`src/rtl/onehot_pkg.sv`:
```
// onehot_pkg: shared constants for the taxel mux control bus.
// Holds the special configuration codes and their switch patterns, the
// decoder FSM state encoding, and the classification record type.
package onehot_pkg;

    localparam int          N_LINES         = 26;
    localparam int          NUM_HEM         = 24;
    localparam logic [4:0]  CODE_TEST_LOCAL = 5'd30;
    localparam logic [4:0]  CODE_TEST_ONLY  = 5'd31;
    localparam logic [25:0] PAT_TEST_LOCAL  = 26'h2000001;
    localparam logic [25:0] PAT_TEST_ONLY   = 26'h2000000;

    localparam logic [1:0]  ST_SETTLE = 2'd0;
    localparam logic [1:0]  ST_EMIT   = 2'd1;
    localparam logic [1:0]  ST_HOLD   = 2'd2;

    typedef struct packed {
        logic [4:0] code;
        logic       idle;
        logic       illegal;
    } cls_t;

    localparam cls_t CLS_IDLE = '{code: 5'd0, idle: 1'b1, illegal: 1'b0};

endpackage

```
`src/rtl/onehot_dec_p_classify.sv`:
```
// onehot_classify: combinational classifier of an active-high switch pattern.
// Ports:
//   p       in  26  active-high switch pattern (bit i set = switch i closed)
//   code    out 5   configuration code (0 when idle or illegal)
//   idle    out 1   no switch closed
//   illegal out 1   pattern is not a legal encoding
module onehot_classify
    import onehot_pkg::*;
(
    input  logic [25:0] p,
    output logic [4:0]  code,
    output logic        idle,
    output logic        illegal
);

    logic [4:0] ones;
    logic [4:0] idx;

    always_comb begin
        ones = 5'd0;
        idx  = 5'd0;
        for (int i = 0; i < N_LINES; i++) begin
            if (p[i]) begin
                ones = ones + 5'd1;
                idx  = 5'(i);
            end
        end
    end

    always_comb begin
        code    = 5'd0;
        idle    = 1'b0;
        illegal = 1'b0;
        if (p == 26'd0) begin
            idle = 1'b1;
        end else if (p == PAT_TEST_LOCAL) begin
            code = CODE_TEST_LOCAL;
        end else if (p == PAT_TEST_ONLY) begin
            code = CODE_TEST_ONLY;
        end else if (ones == 5'd1 && idx <= 5'(NUM_HEM)) begin
            code = idx;
        end else begin
            illegal = 1'b1;
        end
    end

endmodule

```
`src/rtl/onehot_dec_p.sv`:
```
// onehot_dec_p: readback decoder / monitor for the taxel mux control bus.
// Samples the active-low control lines, waits for STABLE_CYC identical
// samples, and reports each new stable classification over valid/ready.
// Ports:
//   clk, rst      clock, async active-high reset
//   n_mux_ctrl    in  26    active-low switch controls
//   out_ready     in  1     consumer accepts held event
//   err_clr       in  1     clears overrun and err_cnt
//   out_valid     out 1     event held on out_code/out_idle/out_illegal
//   out_code      out 5     decoded configuration code
//   out_idle      out 1     no switch closed
//   out_illegal   out 1     illegal pattern
//   overrun       out 1     sticky: held event was overwritten
//   err_cnt       out ERR_W saturating count of emitted illegal events
module onehot_dec_p
    import onehot_pkg::*;
#(
    parameter int STABLE_CYC = 4,
    parameter int ERR_W      = 8
) (
    input  logic             clk,
    input  logic             rst,
    input  logic [25:0]      n_mux_ctrl,
    input  logic             out_ready,
    input  logic             err_clr,
    output logic             out_valid,
    output logic [4:0]       out_code,
    output logic             out_idle,
    output logic             out_illegal,
    output logic             overrun,
    output logic [ERR_W-1:0] err_cnt
);

    localparam logic [7:0] STABLE_LIM = 8'(STABLE_CYC);

    logic [25:0] s_q;
    logic [25:0] smp;
    logic        chg;
    logic [7:0]  cnt;
    logic [1:0]  state_q;
    logic [1:0]  state_d;
    logic        emit;
    cls_t        cls;
    cls_t        last_rep;

    assign smp  = ~n_mux_ctrl;
    // chg is true when the edge about to happen loads a different pattern.
    assign chg  = (smp != s_q);
    assign emit = (state_q == ST_EMIT);

    onehot_classify u_cls (
        .p       (s_q),
        .code    (cls.code),
        .idle    (cls.idle),
        .illegal (cls.illegal)
    );

    always_comb begin
        state_d = state_q;
        case (state_q)
            ST_SETTLE: if (!chg && cnt == STABLE_LIM)
                           state_d = (cls != last_rep) ? ST_EMIT : ST_HOLD;
            ST_EMIT:   state_d = chg ? ST_SETTLE : ST_HOLD;
            ST_HOLD:   if (chg) state_d = ST_SETTLE;
            default:   state_d = ST_SETTLE;
        endcase
    end

    always_ff @(posedge clk or posedge rst) begin
        if (rst) begin
            s_q     <= 26'd0;
            cnt     <= 8'd0;
            state_q <= ST_SETTLE;
        end else begin
            s_q     <= smp;
            state_q <= state_d;
            if (chg)
                cnt <= 8'd1;
            else if (cnt < STABLE_LIM)
                cnt <= cnt + 8'd1;
        end
    end

    // Output register: an EMIT always replaces the held event (latest wins).
    always_ff @(posedge clk or posedge rst) begin
        if (rst) begin
            out_valid   <= 1'b0;
            out_code    <= 5'd0;
            out_idle    <= 1'b0;
            out_illegal <= 1'b0;
            last_rep    <= CLS_IDLE;
        end else if (emit) begin
            out_valid   <= 1'b1;
            out_code    <= cls.code;
            out_idle    <= cls.idle;
            out_illegal <= cls.illegal;
            last_rep    <= cls;
        end else if (out_valid && out_ready) begin
            out_valid   <= 1'b0;
        end
    end

    // Error logic: clear has priority over a same-cycle set/increment.
    always_ff @(posedge clk or posedge rst) begin
        if (rst) begin
            overrun <= 1'b0;
            err_cnt <= '0;
        end else if (err_clr) begin
            overrun <= 1'b0;
            err_cnt <= '0;
        end else begin
            if (emit && out_valid && !out_ready)
                overrun <= 1'b1;
            if (emit && cls.illegal && err_cnt != {ERR_W{1'b1}})
                err_cnt <= err_cnt + ERR_W'(1);
        end
    end

endmodule

```
`config.mk`:
```
export PLATFORM = sky130hd
export DESIGN_NAME = onehot_dec_p
export DESIGN_NICKNAME = d
export VERILOG_FILES = /design/src/rtl/onehot_pkg.sv /design/src/rtl/onehot_dec_p_classify.sv /design/src/rtl/onehot_dec_p.sv
export SDC_FILE = /design/constraint.sdc
export NUM_CORES = 1
export LEC_CHECK = 0
export CORE_UTILIZATION = 40
export DETAILED_ROUTE_END_ITERATION = 8
export PLACE_DENSITY_LB_ADDON = 0.12
export SKIP_CTS_REPAIR_TIMING = 1
export SLEW_MARGIN = 5
export SYNTH_ARGS = -nofsm -noshare
export SYNTH_HDL_FRONTEND = slang
export SYNTH_SLANG_ARGS = --single-unit
```
`constraint.sdc`:
```
create_clock -name clk -period 24.1 [get_ports clk]
set_input_delay 7.23 -clock clk [delete_from_list [all_inputs] [get_ports clk]]
set_output_delay 7.23 -clock clk [all_outputs]
set_load 0.005 [all_outputs]
```
# Yosys cells after proc, flatten, opt, wreduce, memory -nomap -nowiden
# Index checks and enable logic that the tools add are counted.
# totals
reg_bits	54
latchBits	0
ramBits	0
romBits	0
inputBits	30
word_cells	140
mem_count	0
# classes
addsub	27
multipliers	0
div	0
order_cmp	2
eq_ne	11
shift	0
mux	73
bitwise_logic	1
n_reduce_logical	16
# op_table
operator	count
$mux W5	39
$add A5 B1 Y5 const B	24
$eq A26 B26 Y1 const B	2
$mux W4	8
$mux W8	4
$logic_not A26 Y1	1
$ne A26 B26 Y1	1
$not A26 Y26	1
$add A8 B1 Y8 const B	2
$mux W2	6
$mux W3	4
$mux W1	11
$eq A8 B3 Y1 const B	1
$lt A8 B3 Y1 const B	1
$ne A8 B8 Y1 const B	1
$reduce_bool A2 Y1	4
$logic_and A1 B1 Y1	7
$ne A7 B7 Y1	1
$pmux W2 S3	1
$eq A5 B1 Y1 const B	1
$le A5 B5 Y1 const B	1
$ne A2 B2 Y1 const B	2
$add A1 B1 Y2 const B	1
$eq A2 B1 Y1 const B	1
4 further kinds	5

# Depth between registers and ports, before layout
# logic_depth
depth_word	61
mapped_depth	78
ltp_nobuf	78

# Cells and area by module
# From an unflattened synthesis, not the netlist that was laid out.
# hier_totals
cells_unflattened	645
area_unflattened_um2	5612.9
# modules_own_cells
module	instances	cells_each	area_per_inst_um2	seq_area_each_um2
onehot_classify	1	426	3211.8	0.0
onehot_dec_p	1	219	2401.1	1352.5

# Worst setup path before layout
# OpenSTA, ideal clock, no wires.
# synth_path
kind	register -> register
from	register s_q[0]
to	register state_q[1]
arrival_ns	14.073
t_required_ns	23.980
path_slack_ns	9.907
path_stages_with_launch	76
period_less_slack_ns	14.193
cell_sequence	dfrtp_1 > inv_1 > ha_1 > xor2_1 > ha_1 > nand2_1 > o31ai_1 > ha_1 > inv_1 > a21oi_1 > ha_1 > nor2b_1 > nor3b_1 > ha_1 > a22oi_1 > inv_1 > ha_1 > mux2i_1 > (+40 left out) > ha_1 > o22ai_1 > a21oi_1 > ha_1 > mux2i_1 > inv_1 > ha_1 > nand2b_1 > o21a_1 > ha_1 > nand2_1 > xor2_1 > xnor2_1 > nor2_1 > o211ai_2 > nor2_1 > o311a_1 > a31o_2
# synth_between
elab_chain_len	61
word_cells_on_any_way	76
cone_classes	add/sub: 25; eq/ne: 7; mux: 39; reduce/logical: 5
# synth_lines
item	line_no	text
start, declared	onehot_dec_p.sv:36	logic [25:0] s_q;
start signal, assigned	onehot_dec_p.sv:75	s_q <= smp;
$mux W1	onehot_dec_p_classify.sv:23	if (p[i]) begin
$add A1 B1 Y2	onehot_dec_p_classify.sv:24	ones = ones + 5'd1;
$mux W5	onehot_dec_p_classify.sv:23	
$add A5 B1 Y5	onehot_dec_p_classify.sv:24	
$mux W5	onehot_dec_p_classify.sv:23	
$add A5 B1 Y5	onehot_dec_p_classify.sv:24	
$mux W5	onehot_dec_p_classify.sv:23	
$add A5 B1 Y5	onehot_dec_p_classify.sv:24	
(+45 left out)	n/a	
$mux W1 or $mux W5 (tied branches)	onehot_dec_p_classify.sv:40	end else if (ones == 5'd1 && idx <= 5'(NUM_HEM)) begin
$mux W1 or $mux W5 (tied branches)	onehot_dec_p_classify.sv:38	end else if (p == PAT_TEST_ONLY) begin
$mux W1 or $mux W5 (tied branches)	onehot_dec_p_classify.sv:36	end else if (p == PAT_TEST_LOCAL) begin
$mux W1 or $mux W5 (tied branches)	onehot_dec_p_classify.sv:34	if (p == 26'd0) begin
$ne A7 B7 Y1	onehot_dec_p.sv:62	state_d = (cls != last_rep) ? ST_EMIT : ST_HOLD;
$mux W2	onehot_dec_p.sv:62	
$mux W2	onehot_dec_p.sv:61	ST_SETTLE: if (!chg && cnt == STABLE_LIM)
$pmux W2 S3	onehot_dec_p.sv:60	case (state_q)
end signal, assigned	onehot_dec_p.sv:76	state_q <= state_d;
end, declared	onehot_dec_p.sv:40	logic [1:0] state_q;
# Several ways; a longest one is shown, not always the timed one. The select of a mux whose other input is x is not followed.
# A chain may end at the register's enable or synchronous reset.

# Worst setup path in the final report
# layout_path
from	register s_q[1]
to	register state_q[1]
# layout_between
elab_chain_len	59
word_cells_on_any_way	100
cone_classes	add/sub: 24; order compare: 1; eq/ne: 7; mux: 63; reduce/logical: 5
# layout_lines
item	line_no
$mux W5	onehot_dec_p_classify.sv:23
$add A5 B1 Y5	onehot_dec_p_classify.sv:24
$mux W5	onehot_dec_p_classify.sv:23
$add A5 B1 Y5	onehot_dec_p_classify.sv:24
$mux W5	onehot_dec_p_classify.sv:23
$add A5 B1 Y5	onehot_dec_p_classify.sv:24
$mux W5	onehot_dec_p_classify.sv:23
$add A5 B1 Y5	onehot_dec_p_classify.sv:24
(+43 left out)	n/a
$mux W1 or $mux W5 (tied branches)	onehot_dec_p_classify.sv:40
$mux W1 or $mux W5 (tied branches)	onehot_dec_p_classify.sv:38
$mux W1 or $mux W5 (tied branches)	onehot_dec_p_classify.sv:36
$mux W1 or $mux W5 (tied branches)	onehot_dec_p_classify.sv:34
$ne A7 B7 Y1	onehot_dec_p.sv:62
$mux W2	onehot_dec_p.sv:62
$mux W2	onehot_dec_p.sv:61
$pmux W2 S3	onehot_dec_p.sv:60
# Several ways; a longest one is shown, not always the timed one. The select of a mux whose other input is x is not followed.

==> out/metrics.csv <==
metric,value,unit
start_kind,register,
worst_pin_slew,0.7516,ns
grt_util_all_layers,19.89,%
ys.flop_type,dfrtp_1,
cts-buffers-inserted,5,
stdcell_count,881,
route.vias.total,4765,
ctsLongestPathBuffers,2,
first_global_vias,4706,
synth.mux.area_fraction,3.692,%
slew_violations,0,
worstPathArrival,16.17,ns
initial_core_util,41.19,%
seq_area_frac_synth,23.47,%
synth_top_area_share,23.02,%
synthTopCellsByArea,"dfrtp_1 23%, xnor2_1 9.7%, ha_1 6.3%, xor2_1 5.9%, nand2_1 4.3%",
period_minus_slack,15.92,ns
synthXorXnorAreaFrac,23.24,%
grt_overflow,0,
synth.most_common_cell,nand2_1,
required,24.35,ns
layout.nets,759,
ys_warn_count,0,
antenna_found_initial,0,
crit_fanout,10,
crit_path_frequent_cell,ha_1,
slowest_stage,nor4_1,
clkLatencyLatePin,0.31,ns
async_reset_ff_share,100.0,%
status,completed,
synthCells,679,
gp_congestion,0.8192,
hold_path_class,reg -> reg,
avgViaCountPerCell,5.409,
wl_per_cell,15.77,µm
grt_pass1_wl,23180,µm
fp.dieW,122.0,µm
crit_path_max_incr_delay,0.53,ns
synth_edf_count,0,
antenna_left,0,
cts_tree,yes,
synthDistinctLibCells,77,
area_growth,10.99,%
yosys.area_share.simple,19.41,%
core,0.01399,mm²
path_class,reg -> reg,
avgSynthCellArea,8.486,µm²
synth_nets,738,
tns,0,ns
max_freq,0.06281,GHz
layout-drive-gt1-share,6.419,%
wl,13890,µm
h-tree-depth,2,
rsz0062_at_grt,false,
relSlewSlack,49.90,%
finalHoldViolCount,0,
ys_seq_elements,54,
pin_count,47,
synth_fa_ha_area_share,6.298,%
yosysTopAreaCell,dfrtp_1,
cp_top_family,adder cells,
yosys-top-cells-count,"66 x nand2_1, 64 x xnor2_1, 57 x inv_1",
die_area,0.01489,mm²
cap_viol_max_count,0,
cp-end-kind,register,
dp_cells,873,
setup_viol,0,
initialDrtViolationCount,222,
grt_max_degree,55,
fin_util,45.72,%
clock-sinks,54,
period_share,66.06,%
synth_top_family_by_area,XOR/XNOR gates,
antennaDiodeCount,0,
io_buffers,46,
drtPass1Iterations,5,
drcViolationCount,0,
fin_skew,0.006300,ns
dieHeight,122.0,µm
synth.cell_area,0.005762,mm²
path_buf_inv,6,
clk_pin_slew,0.08,ns
core.rowCount,43,
cts_root_buffer,clkbuf_16,
synth_compound_area_share,16.33,%
dp_hpwl,10790,µm
worst paths after layout:
check / end / slack, ns / cells past startpoint / startpoint
worst min register to register: state_q[0]$_DFFE_PP0P_ / 0.46 / 1 / state_q[0]$_DFFE_PP0P_
worst max-delay path: state_q[1]$_DFFE_PP0P_ / 8.18 / 75 / s_q[1]$_DFF_PP0_
worst min-delay path: state_q[0]$_DFFE_PP0P_ / 0.46 / 1 / state_q[0]$_DFFE_PP0P_
worst max register to register: state_q[1]$_DFFE_PP0P_ / 8.18 / 75 / s_q[1]$_DFF_PP0_
min in group asynchronous: s_q[8]$_DFF_PP0_ / 7.44 / 3 / rst
max in group asynchronous: s_q[23]$_DFF_PP0_ / 16.16 / 3 / rst
placed cells by master, fill, tap and decap left out, types with 3 or more instances in the layout:
cell | synthesis | final
nand2_1 | 66 | 66
and2_1 | 9 | 9
dfrtp_1 | 53 | 53
nor3_1 | 15 | 15
a22oi_1 | 4 | 4
nand4_1 | 5 | 5
xnor3_1 | 8 | 8
ha_1 | 29 | 29
a32oi_1 | 3 | 3
mux2_2 | 6 | 6
o21bai_1 | 4 | 4
clkdlybuf4s50_1 | 0 | 46
or2_2 | 4 | 4
nor2b_1 | 8 | 8
nand2b_1 | 9 | 9
o311ai_0 | 3 | 3
or3_1 | 3 | 3
o31ai_1 | 12 | 12
a31oi_1 | 7 | 7
mux2i_1 | 13 | 13
o21ai_0 | 27 | 27
clkbuf_16 | 0 | 5
xor2_1 | 39 | 39
nand3_1 | 19 | 19
o21a_1 | 3 | 3
nor3b_1 | 8 | 8
or4_1 | 4 | 4
xor2_2 | 3 | 3
a211oi_1 | 3 | 3
a21boi_0 | 4 | 4
nor4_1 | 15 | 15
a21oi_1 | 29 | 29
o22ai_1 | 8 | 8
xnor2_1 | 64 | 64
inv_1 | 57 | 56
nand3b_1 | 4 | 4
xnor3_4 | 3 | 3
nor2_1 | 51 | 51
registers in the layout, summed over array words and instances, names as in the netlist:
name / count
err_cnt: 8
out_valid: 1
out_idle: 1
last_rep: 7
state_q: 2
cnt: 8
overrun: 1
s_q: 26
worst reg2reg max path: cells and delay by family, from the launching register on:
family | cells | cell delay [ns]
AOI/OAI and AO/OA | 20 | 4.21
xor gates and xnor gates | 3 | 0.58
buffers and inverters | 6 | 0.51
adders and majority gates | 22 | 6.40
muxes | 4 | 0.86
and+or+nand+nor | 20 | 2.86
DFF | 1 | 0.41
logic make-up (layout without fill, tap and decap cells):
group           count (synthesis)  in the layout
compound gates                136            136
xor+xnor                      122            122
fa+ha+maj                      29             29
buf+inv                        91            113
flops                          54             54
mux                            20             20
simple gates                  227            227
final cells by class:
cell class,instances,area (µm²)
clock buffers,5,125.1
clock inverters,3,28.78
fillers,1416,7594
inverters,57,214.0
multi-input cells,534,3974
flip-flops and latches,54,1353
well taps,180,225.2
repair buffers,48,475.5
per-stage QoR:
step	worst slack, ns	hold WS [ns]	instance area (µm²)
3_5_place_dp	8.251	0.4552	6241
3_3_place_gp	8.688	0.4514	6241
4_1_cts	8.171	0.4650	6395
5_1_grt	6.650	0.4978	6395
2_1_floorplan	9.907	0.4300	5762
6_report	8.180	0.4631	6395
routing by layer:
metal  vias up  wire length, µm  global-route usage, %
met5         -                0                      0
met4         0              244                  5.170
met3        18              571                  3.277
met2        88             6541                  33.23
met1      2252             6531                  26.46
li1       2407                -                      -
Power is not shown: default switching activity piles up to over one toggle a cycle in this logic, so the estimate is an artifact.
